**config.mk**
```make
export PLATFORM = sky130hd
export DESIGN_NAME = anc_lms_fir
export DESIGN_NICKNAME = d
export VERILOG_FILES = /design/src/rtl/anc_pkg.sv /design/src/rtl/anc_sm_clamp.sv /design/src/rtl/anc_lms_fir.sv
export SDC_FILE = /design/constraint.sdc
export NUM_CORES = 1
export LEC_CHECK = 0
export ABC_AREA = 1
export CORE_ASPECT_RATIO = 0.5
export CORE_UTILIZATION = 60
export CTS_CLUSTER_DIAMETER = 200
export DETAILED_ROUTE_END_ITERATION = 8
export HOLD_SLACK_MARGIN = 0.02
export PLACE_DENSITY = 0.78
export SYNTH_ARGS = -nofsm -noshare
export SYNTH_HDL_FRONTEND = slang
export SYNTH_SLANG_ARGS = --single-unit
```
**constraint.sdc**
```tcl
create_clock -name Clk_100M -period 7.1 [get_ports Clk_100M]
set_input_delay 1.42 -clock Clk_100M [delete_from_list [all_inputs] [get_ports Clk_100M]]
set_output_delay 1.42 -clock Clk_100M [all_outputs]
set_load 0.01 [all_outputs]
```
**src/rtl/anc_pkg.sv**
```systemverilog
// Shared ANC definitions: FSM state encoding, sample width, output clamp
// limits and sign-magnitude <-> two's-complement conversion helpers.
package anc_pkg;

    localparam int unsigned SAMPLE_W  = 11;
    localparam int          CLAMP_MAX = 1023;
    localparam int          CLAMP_MIN = -1023;

    typedef enum logic [2:0] {
        IDLE   = 3'd0,
        UPDATE = 3'd1,
        MAC    = 3'd2,
        DONE   = 3'd3,
        PULSE  = 3'd4
    } state_t;

    // Sign-magnitude to two's complement; a negative zero maps to 0.
    function automatic logic signed [SAMPLE_W-1:0] sm_to_tc(input logic [SAMPLE_W-1:0] sm);
        logic signed [SAMPLE_W-1:0] mag;
        mag = {1'b0, sm[SAMPLE_W-2:0]};
        return sm[SAMPLE_W-1] ? -mag : mag;
    endfunction

    // Two's complement (already within +/-1023) to sign-magnitude; 0 -> +0.
    function automatic logic [SAMPLE_W-1:0] tc_to_sm(input logic signed [SAMPLE_W-1:0] v);
        logic [SAMPLE_W-1:0] neg;
        neg = -v;
        return v[SAMPLE_W-1] ? {1'b1, neg[SAMPLE_W-2:0]} : v;
    endfunction

endpackage

```
**src/rtl/anc_sm_clamp.sv**
```systemverilog
// Scales a wide signed accumulator down by FRAC bits (floor), clamps it to
// +/-1023 and returns the sign-magnitude sample.
//   acc      in   ACC_W  signed accumulator
//   result_c out  11     clamped sign-magnitude result (combinational)
module anc_sm_clamp
    import anc_pkg::*;
#(
    parameter int unsigned ACC_W = 31,
    parameter int unsigned FRAC  = 12
) (
    input  logic signed [ACC_W-1:0]    acc,
    output logic        [SAMPLE_W-1:0] result_c
);

    localparam logic signed [ACC_W-1:0] HI = ACC_W'(CLAMP_MAX);
    localparam logic signed [ACC_W-1:0] LO = ACC_W'(CLAMP_MIN);

    logic signed [ACC_W-1:0]    y;
    logic signed [SAMPLE_W-1:0] y_sat;

    // Floor scale, saturate, encode.
    always_comb begin
        y = acc >>> FRAC;
        if (y > HI) begin
            y_sat = SAMPLE_W'(CLAMP_MAX);
        end else if (y < LO) begin
            y_sat = SAMPLE_W'(CLAMP_MIN);
        end else begin
            y_sat = y[SAMPLE_W-1:0];
        end
        result_c = tc_to_sm(y_sat);
    end

endmodule

```
**src/rtl/anc_lms_fir.sv**
```systemverilog
// Adaptive LMS FIR stage with one time-multiplexed MAC.
// Optional feature macro: ANC_LMS_ADAPT_EN (LMS coefficient adaptation).
// Without it the coefficients are a fixed pass-through (w[0] = 1.0).
//   Clk_100M     in   1   clock, rising edge
//   Reset        in   1   synchronous active-high reset
//   RefIn        in   11  reference sample, sign-magnitude
//   SampleValid  in   1   strobe qualifying RefIn/Err
//   Err          in   11  error feedback, sign-magnitude
//   FiltOut      out  11  filter result, sign-magnitude, held between results
//   FiltComplete out  1   one-cycle result strobe
//   Busy         out  1   high outside IDLE
//   Overrun      out  1   sticky, sample arrived while busy
module anc_lms_fir
    import anc_pkg::*;
#(
    parameter int unsigned TAPS      = 16,
    parameter int unsigned COEF_W    = 16,
    parameter int unsigned COEF_FRAC = 12,
    parameter int unsigned MU_SHIFT  = 6
) (
    input  logic                Clk_100M,
    input  logic                Reset,
    input  logic [SAMPLE_W-1:0] RefIn,
    input  logic                SampleValid,
    input  logic [SAMPLE_W-1:0] Err,
    output logic [SAMPLE_W-1:0] FiltOut,
    output logic                FiltComplete,
    output logic                Busy,
    output logic                Overrun
);

    localparam int unsigned     IDX_W = $clog2(TAPS);
    localparam int unsigned     ACC_W = COEF_W + SAMPLE_W + IDX_W;
    localparam logic [IDX_W-1:0] LAST = IDX_W'(TAPS - 1);

    state_t                     state, next_state;
    logic [IDX_W-1:0]           k;
    logic                       last;
    logic signed [SAMPLE_W-1:0] x [TAPS];
    logic signed [SAMPLE_W-1:0] ref_q;
    logic signed [COEF_W-1:0]   w [TAPS];
    logic signed [ACC_W-1:0]    acc;
    logic [SAMPLE_W-1:0]        out_c;
    logic                       latch_en, shift_en, mac_en, load_en;

    assign last = (k == LAST);

    // State register.
    always_ff @(posedge Clk_100M) begin
        if (Reset) state <= IDLE;
        else       state <= next_state;
    end

    // Next-state logic; DONE spans two cycles so FiltOut settles before the strobe.
    always_comb begin
        next_state = state;
        case (state)
            IDLE:   if (SampleValid) next_state = UPDATE;
            UPDATE: begin
`ifdef ANC_LMS_ADAPT_EN
                if (last) next_state = MAC;
`else
                next_state = MAC;
`endif
            end
            MAC:    if (last) next_state = DONE;
            DONE:   if (k == IDX_W'(1)) next_state = PULSE;
            PULSE:  next_state = IDLE;
            default: next_state = IDLE;
        endcase
    end

    // Datapath control decode.
    always_comb begin
        latch_en = 1'b0;
        shift_en = 1'b0;
        mac_en   = 1'b0;
        load_en  = 1'b0;
        case (state)
            IDLE:   latch_en = SampleValid;
            UPDATE: shift_en = (next_state == MAC);
            MAC:    mac_en   = 1'b1;
            DONE:   load_en  = (k == '0);
            default: ;
        endcase
    end

    anc_sm_clamp #(.ACC_W(ACC_W), .FRAC(COEF_FRAC)) u_clamp (
        .acc      (acc),
        .result_c (out_c)
    );

    // Tap counter, delay line, accumulator and registered outputs.
    always_ff @(posedge Clk_100M) begin
        if (Reset) begin
            k            <= '0;
            ref_q        <= '0;
            acc          <= '0;
            FiltOut      <= '0;
            FiltComplete <= 1'b0;
            Busy         <= 1'b0;
            Overrun      <= 1'b0;
            for (int i = 0; i < TAPS; i++) x[i] <= '0;
        end else begin
            k <= (next_state != state) ? '0 : k + 1'b1;
            if (latch_en) ref_q <= sm_to_tc(RefIn);
            if (shift_en) begin
                x[0] <= ref_q;
                for (int i = 1; i < TAPS; i++) x[i] <= x[i-1];
            end
            // Clearing on the shift cycle is the entry into MAC.
            if (shift_en)    acc <= '0;
            else if (mac_en) acc <= acc + ACC_W'(w[k]) * ACC_W'(x[k]);
            if (load_en) FiltOut <= out_c;
            FiltComplete <= (next_state == PULSE);
            Busy         <= (next_state != IDLE);
            if (SampleValid && (state != IDLE)) Overrun <= 1'b1;
        end
    end

`ifdef ANC_LMS_ADAPT_EN
    localparam int unsigned PROD_W = 2 * SAMPLE_W;
    localparam int unsigned SUM_W  = ((COEF_W > PROD_W) ? COEF_W : PROD_W) + 1;
    localparam logic signed [SUM_W-1:0] W_MAX = SUM_W'((2 ** (COEF_W - 1)) - 1);
    localparam logic signed [SUM_W-1:0] W_MIN = SUM_W'(-(2 ** (COEF_W - 1)));

    logic signed [SAMPLE_W-1:0] err_q;
    logic signed [PROD_W-1:0]   prod, delta;
    logic signed [SUM_W-1:0]    sum;
    logic signed [COEF_W-1:0]   w_new;

    // LMS step for tap k with saturating add (reads x before the shift).
    always_comb begin
        prod  = PROD_W'(err_q) * PROD_W'(x[k]);
        delta = prod >>> MU_SHIFT;
        sum   = SUM_W'(w[k]) + SUM_W'(delta);
        if (sum > W_MAX)      w_new = COEF_W'(W_MAX);
        else if (sum < W_MIN) w_new = COEF_W'(W_MIN);
        else                  w_new = sum[COEF_W-1:0];
    end

    // Error latch and coefficient memory.
    always_ff @(posedge Clk_100M) begin
        if (Reset) begin
            err_q <= '0;
            for (int i = 0; i < TAPS; i++) w[i] <= '0;
        end else begin
            if (latch_en)         err_q <= sm_to_tc(Err);
            if (state == UPDATE)  w[k]  <= w_new;
        end
    end
`else
    logic unused_err;
    assign unused_err = ^Err;

    // Fixed pass-through coefficients.
    always_comb begin
        for (int i = 0; i < TAPS; i++) begin
            if (i == 0) w[i] = COEF_W'(2 ** COEF_FRAC);
            else        w[i] = '0;
        end
    end
`endif

endmodule

```
After elaboration in Yosys (flattened, before gate mapping)
Memory sizes are Yosys's and may differ from the RTL's. A register that Yosys moved wholly into a read port is not among the register bits.
Index checks and enable logic that the tools add are counted.
- add/subtract/negate cells: 4
- $mul: 1
- magnitude comparators: 3
- equality and inequality tests: 8
- muxes and demuxes: 36
- bitwise logic cells: 17
- reductions and logical operators: 7
- operators by type and width (kind ; number):
    $mux W11 ; 20
    $mux W16 ; 2
    $add A31 B27 Y31 ; 1
    $mul A16 B11 Y27 ; 1
    $gt A19 B11 Y1 const B ; 1
    $lt A19 B11 Y1 const B ; 1
    $or A1 B1 Y1 ; 16
    $pmux W3 S4 ; 1
    $neg A10 Y11 ; 1
    $neg A10 Y10 ; 1
    $eq A3 B2 Y1 const B ; 3
    $mux W1 ; 9
    $mux W3 ; 3
    $reduce_bool A3 Y1 ; 2
    $ge A5 B5 Y1 const B ; 1
    $not A4 Y5 ; 1
    $add A4 B1 Y4 const B ; 1
    $eq A4 B1 Y1 const B ; 1
    $eq A4 B4 Y1 const B ; 1
    $logic_not A4 Y1 ; 1
    $mux W4 ; 1
    $reduce_or A2 Y1 ; 2
    $eq A3 B1 Y1 const B ; 1
    $eq A3 B3 Y1 const B ; 1
    3 further kinds ; 3
- register bits after elaboration: 63
- bits in writable memories: 176
- memory bits (read-only): 256
- bits of input ports: 25
- output and inout bits: 14
- logic and storage cells: 86
- memories: 2
- memory list (name ; words ; width ; read ports ; clocked after memory_dff ; wr ports ; line ; RTL):
    (name not given) ; 16 ; 16 ; 1 ; 0 ; 0 ; anc_lms_fir.sv:113 ; else if (mac_en) acc <= acc + ACC_W'(w[k]) * ACC_W'(x[k]);
    x ; 16 ; 11 ; 16 ; 1 ; 16 ; anc_lms_fir.sv:39 ; logic signed [SAMPLE_W-1:0] x [TAPS];

Longest topological paths before layout
Gate-level depths: netlist (run 1).
- depth after elaboration: 9
- depth in mapped cells: 28
- mapped depth without buffers: 26

Cells and area by module
Synthesis (run 1) repeated with hierarchy kept, for this count alone.
- cells, all modules: 1421
- area, all modules: 12256.8 µm²
- modules (own cells, without submodules) (module ; times used ; cells each ; area an instance (µm²) ; seq. area each (µm²)):
    anc_lms_fir ; 1 ; 1326 ; 11743.8 ; 5985.7
    anc_sm_clamp ; 1 ; 95 ; 513.0 ; 0.0

Worst setup path after synthesis (run 1)
No wires, ideal clock.
- path kind: input-to-reg
- start point: input Reset
- end point: memory x[0][0], enable pin
- setup time: 0.575 ns
- arrival: 5.876 ns
- data required time: 6.525 ns
- setup slack: 0.649 ns
- stages: 3
- path buffers: 1
- cells stage by stage: inv_1 > nand2_1 > buf_1
- RTL lines (element ; line ; RTL):
    start: declaration ; anc_lms_fir.sv:22 ; input logic Reset,
    end: declaration ; anc_lms_fir.sv:39 ;

Worst setup path in the final report (run 1)
- start point: register k[0]
- end point: register acc[26]
- word-level cells in the longest chain between the ends: 6
- elaborated cells between the ends (all ways): 14
- classes of those cells: add/sub: 1; mul: 1; eq/ne: 3; mux: 6; bitwise: 1; reduce/logical: 1; memory: 1
- RTL lines (element ; line ; RTL):
    start: declaration ; anc_lms_fir.sv:37 ; logic [IDX_W-1:0] k;
    start signal: assignment ; anc_lms_fir.sv:105 ; k <= (next_state != state) ? '0 : k + 1'b1;
    $not A4 Y5 (not written as such) (tied with other cells) ; anc_lms_fir.sv:113 ;
    $mem_v2 Z16 W16 (tied with other cells) ; - ;
    $mux W16 (not written as such) / $pmux W3 S4 (equally long branches) ; anc_lms_fir.sv:113, anc_lms_fir.sv:57 ;
    $mux W16 (not written as such) / $eq A3 B2 Y1 (equally long branches) ; anc_lms_fir.sv:113, anc_lms_fir.sv:81 ;
    $mul A16 B11 Y27 / $mux W1 (equally long branches) ; anc_lms_fir.sv:113, anc_lms_fir.sv:79 ;
    $add A31 B27 Y31 / $reduce_or A2 Y1 (equally long branches) ; - ;
    end signal: assignment ; anc_lms_fir.sv:113 ;
    end: declaration ; anc_lms_fir.sv:42 ; logic signed [ACC_W-1:0] acc;
Several ways; a longest one is shown, not always the timed one. The select of a mux whose other input is x is not followed.
A chain may end at the register's enable or synchronous reset.

==> results.json, run 1 <==
{
  "status": "finished clean",
  "fp.dieArea_um2": 19600,
  "fin_tns_setup_ns": 0,
  "synth_cell_types": 42,
  "crit_arrival_ns": 6.16,
  "critical-path-top-delay-family": "adder cells",
  "ys_warn_count": 0,
  "core_area_um2": 18520,
  "io_buffers": 27,
  "p_int_mw": 2.238,
  "grt_pass1_vias": 8275,
  "ant_nets": 0,
  "wirelength_um": 24060,
  "hold_end": "ref_q[0]$_SDFFE_PP0P_",
  "cts_buffers": 20,
  "period_needed_ns": 5.759,
  "start_util_pct": 61.59,
  "clock_path_buffers": 3,
  "swShare_pct": 32.16,
  "synthToLayoutAreaGrowth_pct": 9.257,
  "clockRootBuffer": "clkbuf_16",
  "ys_ff_latch": 205,
  "drt_iter0_markers": 703,
  "drc": 0,
  "place_area_um2": 11850,
  "rsz0062_at_grt": "no",
  "die_x_um": 197.0,
  "syn_inst": 1314,
  "finalNetCount": 1423,
  "postCtsHoldBufs": 0,
  "whs_path_depth": 2,
  "p_leak_nw": 5.590,
  "p_per_area_nw_per_um2": 264.7,
  "slew_viol_final": 0,
  "r2r_slack_ns": 1.34,
  "cts_resized": 0,
  "grt_pass1_wl_um": 39760,
  "worstHoldPathType": "reg2reg",
  "gr-total-overflow": 0,
  "p_clk_share_pct": 31.2,
  "r2r_cells": 25,
  "placementRows": 35,
  "cts_htree_levels": 1,
  "dp_cells": 1552,
  "hold_viol_final": 0,
  "post-route-period-util_pct": 81.12,
  "max_freq_mhz": 173.6,
  "setup_viol_count_final": 0,
  "worst_pin_slew_ns": 1.196,
  "cts_setup_buffers": 0,
  "vdd_drop_max_mv": 0.2048,
  "clkLatencyLatePin_ns": 0.51,
  "slowest_delay_ns": 0.70,
  "synth.cell_area_um2": 11410,
  "vias_per_cell": 5.451,
  "grt_max_degree": 122,
  "grtUsageTotal_pct": 25.37,
  "clkTransAtPathRegs_ns": 0.07,
  "p_comb_share_pct": 24.8,
  "seq_area_frac_synth_pct": 49.31,
  "drive_above_1_share_pct": 4.740,
  "final_cells": 1589,
  "wl_per_cell_um": 15.14,
  "cts_tree": "done",
  "clock-sinks": 205,
  "met1_usage_pct": 34.31,
  "drtPass1Iterations": 5,
  "crit_slowest_cell": "dfxtp_4",
  "total_power_mw": 3.300,
  "critPathKind": "reg2reg",
  "startpoint_type": "flop",
  "met2_usage_pct": 42.59,
  "p_sw_mw": 1.061,
  "pwr-share-seq_pct": 44.0,
  "rr_endpoint": "acc[26]$_SDFFE_PP0P_",
  "worst_setup_path_end_kind": "flop",
  "finalInstanceArea_um2": 12460,
  "worstHoldStart": "ref_q[0]$_SDFFE_PP0P_",
  "fin_skew_ns": 0.01808,
  "grt_use_met3_pct": 4.713,
  "antenna_found_initial": 1,
  "r2r_start": "k[0]$_SDFF_PP0_",
  "slew_headroom_pct": 19.99,
  "die_h_um": 99.51,
  "num_vias": 8662,
  "crit_buf_inv": 6,
  "dp_hpwl_um": 15830,
  "gp_congestion": 0.9052,
  "syn-num-nets": 1422,
  "cp_max_fo": 66,
  "cp_num_cells": 25,
  "ioPinCount": 39,
  "maxCapViolations": 0,
  "top_usage_layer": "met2",
  "syn_area_per_cell_um2": 8.682,
  "critPathRequiredTime_ns": 7.50
}
[stage by stage]
step	hold WS (ns)	setup WS [ns]	utilization, %
2_1_floorplan	0.4301	0.6489	-
3_3_place_gp	0.4410	1.433	63.94
3_5_place_dp	0.4527	1.349	63.94
4_1_cts	0.4628	1.335	67.27
5_1_grt	0.4906	0.8876	67.27
6_report	0.4590	1.341	67.29
[cells in the final DEF (no fill, tap or decap), types with 3 or more instances in the layout]
cell,n
a31oi_1,12
nand4_1,9
clkdlybuf4s50_1,26
xor2_1,16
nand2_1,187
o31ai_1,3
edfxtp_1,152
nor2_1,209
clkinv_1,5
nand3_1,34
nand2_2,6
nor3_1,11
clkbuf_1,4
clkbuf_16,20
xnor2_1,10
ha_1,73
o21ai_1,5
buf_4,6
a21oi_1,72
o21ai_0,63
inv_2,6
inv_1,242
o21bai_1,9
fa_1,10
o211ai_1,31
dfxtp_1,52
a21o_1,3
a311oi_1,16
nor2_2,4
clkinv_2,4
[power by group through the flow]
stage | clock network, mW | registers (mW) | logic [mW]
5_1_grt | 1.09 | 1.46 | 0.935
4_1_cts | 1.04 | 1.45 | 0.817
3_5_place_dp | 0 | 1.48 | 0.809
3_3_place_gp | 0 | 1.47 | 0.778
6_report | 1.03 | 1.45 | 0.818
2_1_floorplan | 0 | 1.47 | 0.625
[registers in the layout, summed over array words and instances, names as in the netlist]
name / count
Busy: 1
FiltComplete: 1
FiltOut: 11
Overrun: 1
acc: 21
k: 4
ref_q: 11
state: 3
x: 152
[area by class of cell]
class / instances / area, um2
fill: 1479 / 6060
sequential: 205 / 5629
multi-input combinational: 804 / 4623
inverter: 250 / 938.4
clock buffer: 24 / 515.5
timing repair buffer: 34 / 330.3
tap: 259 / 324.1
clock inverter: 12 / 101.3
antenna: 1 / 2.502
[kinds of logic (layout without fill, tap and decap cells)]
group	count (synthesis)	in the layout	share of synthesized area (%)
xor+xnor	26	26	1.996
fa+ha+maj	83	83	9.761
buf+inv	305	320	10.36
flops	205	205	49.31
other cells	0	1	0
compound gates	226	226	11.99
simple gates	469	469	16.58
[synth_stat cells (all sizes together)]
master    n  area [um2]
edfxtp  152        4564
clkbuf   35       131.4
nand4     9       56.30
o221ai    1       8.760
buf      20       112.6
a211oi    1       7.510
a21o      3       22.52
clkinv    2       7.510
o211ai   33       257.7
xor2     16       140.1
o21a      2       15.01
o31ai     3       22.52
a311oi   16       140.1
nand2   195       747.0
ha       73       913.4
a31oi    12       75.07
nor2    215       829.6
a221oi    2       17.52
inv     248       930.9
o21bai    9       67.56
o41ai     1       8.760
a21oi    72       360.4
nand3    34       170.2
o311ai    1       8.760
fa       10       200.2
nor3     13       70.07
xnor2    10       87.58
dfxtp    53        1061
or2       3       18.77
o21ai    68       340.3
a21boi    2       15.01
[worst max-delay path by stage]
| stage | start | to | slack, ns |
|---|---|---|---|
| global placement | k[0]$_SDFF_PP0_ | acc[26]$_SDFFE_PP0P_ | 1.43 |
| finish | k[0]$_SDFF_PP0_ | acc[26]$_SDFFE_PP0P_ | 1.34 |
| CTS | k[0]$_SDFF_PP0_ | acc[26]$_SDFFE_PP0P_ | 1.34 |
| floorplan | Reset | x[0][0]$_SDFFCE_PN0P_ | 0.65 |
| detailed placement | k[0]$_SDFF_PP0_ | acc[26]$_SDFFE_PP0P_ | 1.35 |
| global route | k[0]$_SDFF_PP0_ | acc[26]$_SDFFE_PP0P_ | 0.89 |
[worst register-to-register path: cells and delay by family, from the launching register on]
family,cells,cell delay [ns]
buffers and inverters,6,1.20
and+or+nand+nor,9,0.90
AOI/OAI and AO/OA,5,1.00
DFF,1,0.70
adders and majority gates,5,1.88
[routing by layer]
metal	vias to the layer above	wire, um
li1	4294	-
met1	4048	10830
met2	273	11180
met3	47	1517
met4	0	536
met5	-	0
(Power assumes the default switching activity.)
==> inputs of run 2 (changes only) <==
- clock period: 7.1 -> 6.05 ns (I/O delays scaled with it)
==> results.json, run 2 (synthesis gave the netlist of run 1 again) <==
{
  "status": "finished clean",
  "slew_viol_final": 0,
  "final_cells": 1592,
  "hold_viol_final": 0,
  "antenna_cells": 0,
  "post-route-period-util_pct": 84.31,
  "cts_buffers": 19,
  "clkTransAtPathRegs_ns": 0.06,
  "clockRootBuffer": "clkbuf_16",
  "startpoint_type": "flop",
  "maxCapViolations": 0,
  "start_util_pct": 61.59,
  "max_freq_mhz": 196.1,
  "postCtsHoldBufs": 0,
  "critPathKind": "reg2reg",
  "fp.dieArea_um2": 19600,
  "final_cell_mix": "inv_1, nor2_1, nand2_1",
  "grt_pass1_vias": 8144,
  "pwr-share-seq_pct": 44.1,
  "vdd_drop_max_mv": 0.2163,
  "dp_hpwl_um": 15910,
  "wirelength_um": 23950,
  "drive_above_1_share_pct": 4.801,
  "drtPass1Iterations": 7,
  "die_h_um": 99.51,
  "r2r_slack_ns": 0.95,
  "largest_reg_flops": 152,
  "wl_per_cell_um": 15.05,
  "worst_setup_path_end_kind": "flop",
  "fin_tns_setup_ns": 0,
  "rsz0062_at_grt": "no",
  "cts_resized": 0,
  "finalNetCount": 1428,
  "drt_iter0_markers": 711,
  "grt_max_degree": 118,
  "worstHoldPathType": "reg2reg",
  "setup_viol_count_final": 0,
  "cts_setup_buffers": 0,
  "critPathRequiredTime_ns": 6.43,
  "r2r_start": "k[0]$_SDFF_PP0_",
  "rr_endpoint": "acc[28]$_SDFFE_PP0P_",
  "hold_end": "ref_q[0]$_SDFFE_PP0P_",
  "die_x_um": 197.0,
  "r2r_cells": 23,
  "p_leak_nw": 5.612,
  "vias_per_cell": 5.437,
  "p_comb_share_pct": 25.7,
  "p_sw_mw": 1.211,
  "cp_max_fo": 28,
  "period_needed_ns": 5.100,
  "cts_tree": "done",
  "fin_skew_ns": 0.01500,
  "num_vias": 8656,
  "ioPinCount": 39,
  "clock-sinks": 205,
  "crit_arrival_ns": 5.48,
  "clkLatencyLatePin_ns": 0.49,
  "postLayoutSetupSlackWorst_ns": 0.9495,
  "drc": 0,
  "ant_nets": 0,
  "clock_path_buffers": 3,
  "whs_path_depth": 2,
  "cts_htree_levels": 1,
  "core_area_um2": 18520,
  "swShare_pct": 31.53,
  "p_int_mw": 2.629,
  "p_per_area_nw_per_um2": 307.4,
  "dp_cells": 1558,
  "p_clk_share_pct": 30.3,
  "gp_congestion": 0.9144,
  "grt_pass1_wl_um": 39610,
  "mostFrequentLayoutCell": "inv_1",
  "worstHoldStart": "ref_q[0]$_SDFFE_PP0P_",
  "worst_pin_slew_ns": 1.140,
  "placementRows": 35,
  "antenna_found_initial": 0,
  "slew_headroom_pct": 23.71,
  "synthToLayoutAreaGrowth_pct": 9.476,
  "regMostFlops": "x",
  "top_regs": "x x152, acc x21",
  "io_buffers": 27,
  "grtUsageTotal_pct": 25.35,
  "finalCoreUtilization_pct": 67.42,
  "gr-total-overflow": 0,
  "post-place-ws_ns": 0.9762
}
==> run 2: cell count changes in the layout (fill, tap and decap cells not counted), sizes merged <==
cell      before  now
buf            8   14
clkinv        10    5
clkbuf        24   28
clkinvlp       2    0
diode          1    0
inv          249  250
==> run 2: per-layer routing <==
metal / vias to the layer above / GRT usage (%) / routed length (um) / part of all wire [%]
li1: 4295 / - / - / -
met1: 4096 / 35.11 / 10650 / 44
met2: 228 / 42.57 / 11480 / 48
met3: 37 / 3.900 / 1402 / 5.9
met4: 0 / 5.546 / 414 / 1.7
met5: - / 0 / 0 / 0
==> run 2: how the worst max path moves through the flow <==
stage | endpoint | start | depth (start not counted) | slack, ns
6_report | acc[28]$_SDFFE_PP0P_ | k[0]$_SDFF_PP0_ | 23 | 0.95
5_1_grt | acc[28]$_SDFFE_PP0P_ | k[0]$_SDFF_PP0_ | 24 | 0.65
4_1_cts | acc[28]$_SDFFE_PP0P_ | k[0]$_SDFF_PP0_ | 23 | 0.95
3_5_place_dp | acc[28]$_SDFFE_PP0P_ | k[0]$_SDFF_PP0_ | 23 | 0.98
3_3_place_gp | acc[26]$_SDFFE_PP0P_ | k[0]$_SDFF_PP0_ | 23 | 1.05
2_1_floorplan | x[0][0]$_SDFFCE_PN0P_ | Reset | 3 | 0.20
==> run 2: layout make-up <==
type                            count  area (um2)
Clock buffer                       28       529.3
Multi-Input combinational cell    804        4621
Inverter                          250       938.4
Fill cell                        1440        6035
Sequential cell                   205        5629
Tap cell                          259       324.1
Clock inverter                      6       60.06
Timing Repair Buffer               40       387.9
==> run 2: stage by stage <==
step	total power [mW]	hold WS [ns]	instance area [um2]
2_1_floorplan	2.454	0.4301	11410
3_3_place_gp	2.662	0.4397	11900
3_5_place_dp	2.694	0.4501	11900
4_1_cts	3.857	0.4593	12490
5_1_grt	4.054	0.4971	12490
6_report	3.840	0.4581	12490
==> run 2: worst max-delay path, cell delays in order (launching register included) <==
cell	delay (ns)
dfxtp_4	0.35
inv_2	0.41
ha_1	0.24
inv_1	0.06
nor2_4	0.34
nand2_1	0.11
a31oi_1	0.31
ha_1	0.23
ha_1	0.15
ha_1	0.23
inv_1	0.07
fa_1	0.40
inv_1	0.09
fa_1	0.39
ha_1	0.39
a21oi_1	0.12
o21ai_0	0.25
a21oi_1	0.12
o21bai_1	0.22
nand4_1	0.17
nand3_1	0.11
nand3_1	0.11
nand2_1	0.08
inv_1	0.04
==> run 2: power by group through the flow <==
stage,registers [mW],clock network [mW],logic (mW)
6_report,1.69,1.16,0.985
5_1_grt,1.70,1.23,1.12
4_1_cts,1.69,1.18,0.986
3_5_place_dp,1.72,0,0.972
3_3_place_gp,1.72,0,0.945
2_1_floorplan,1.72,0,0.733
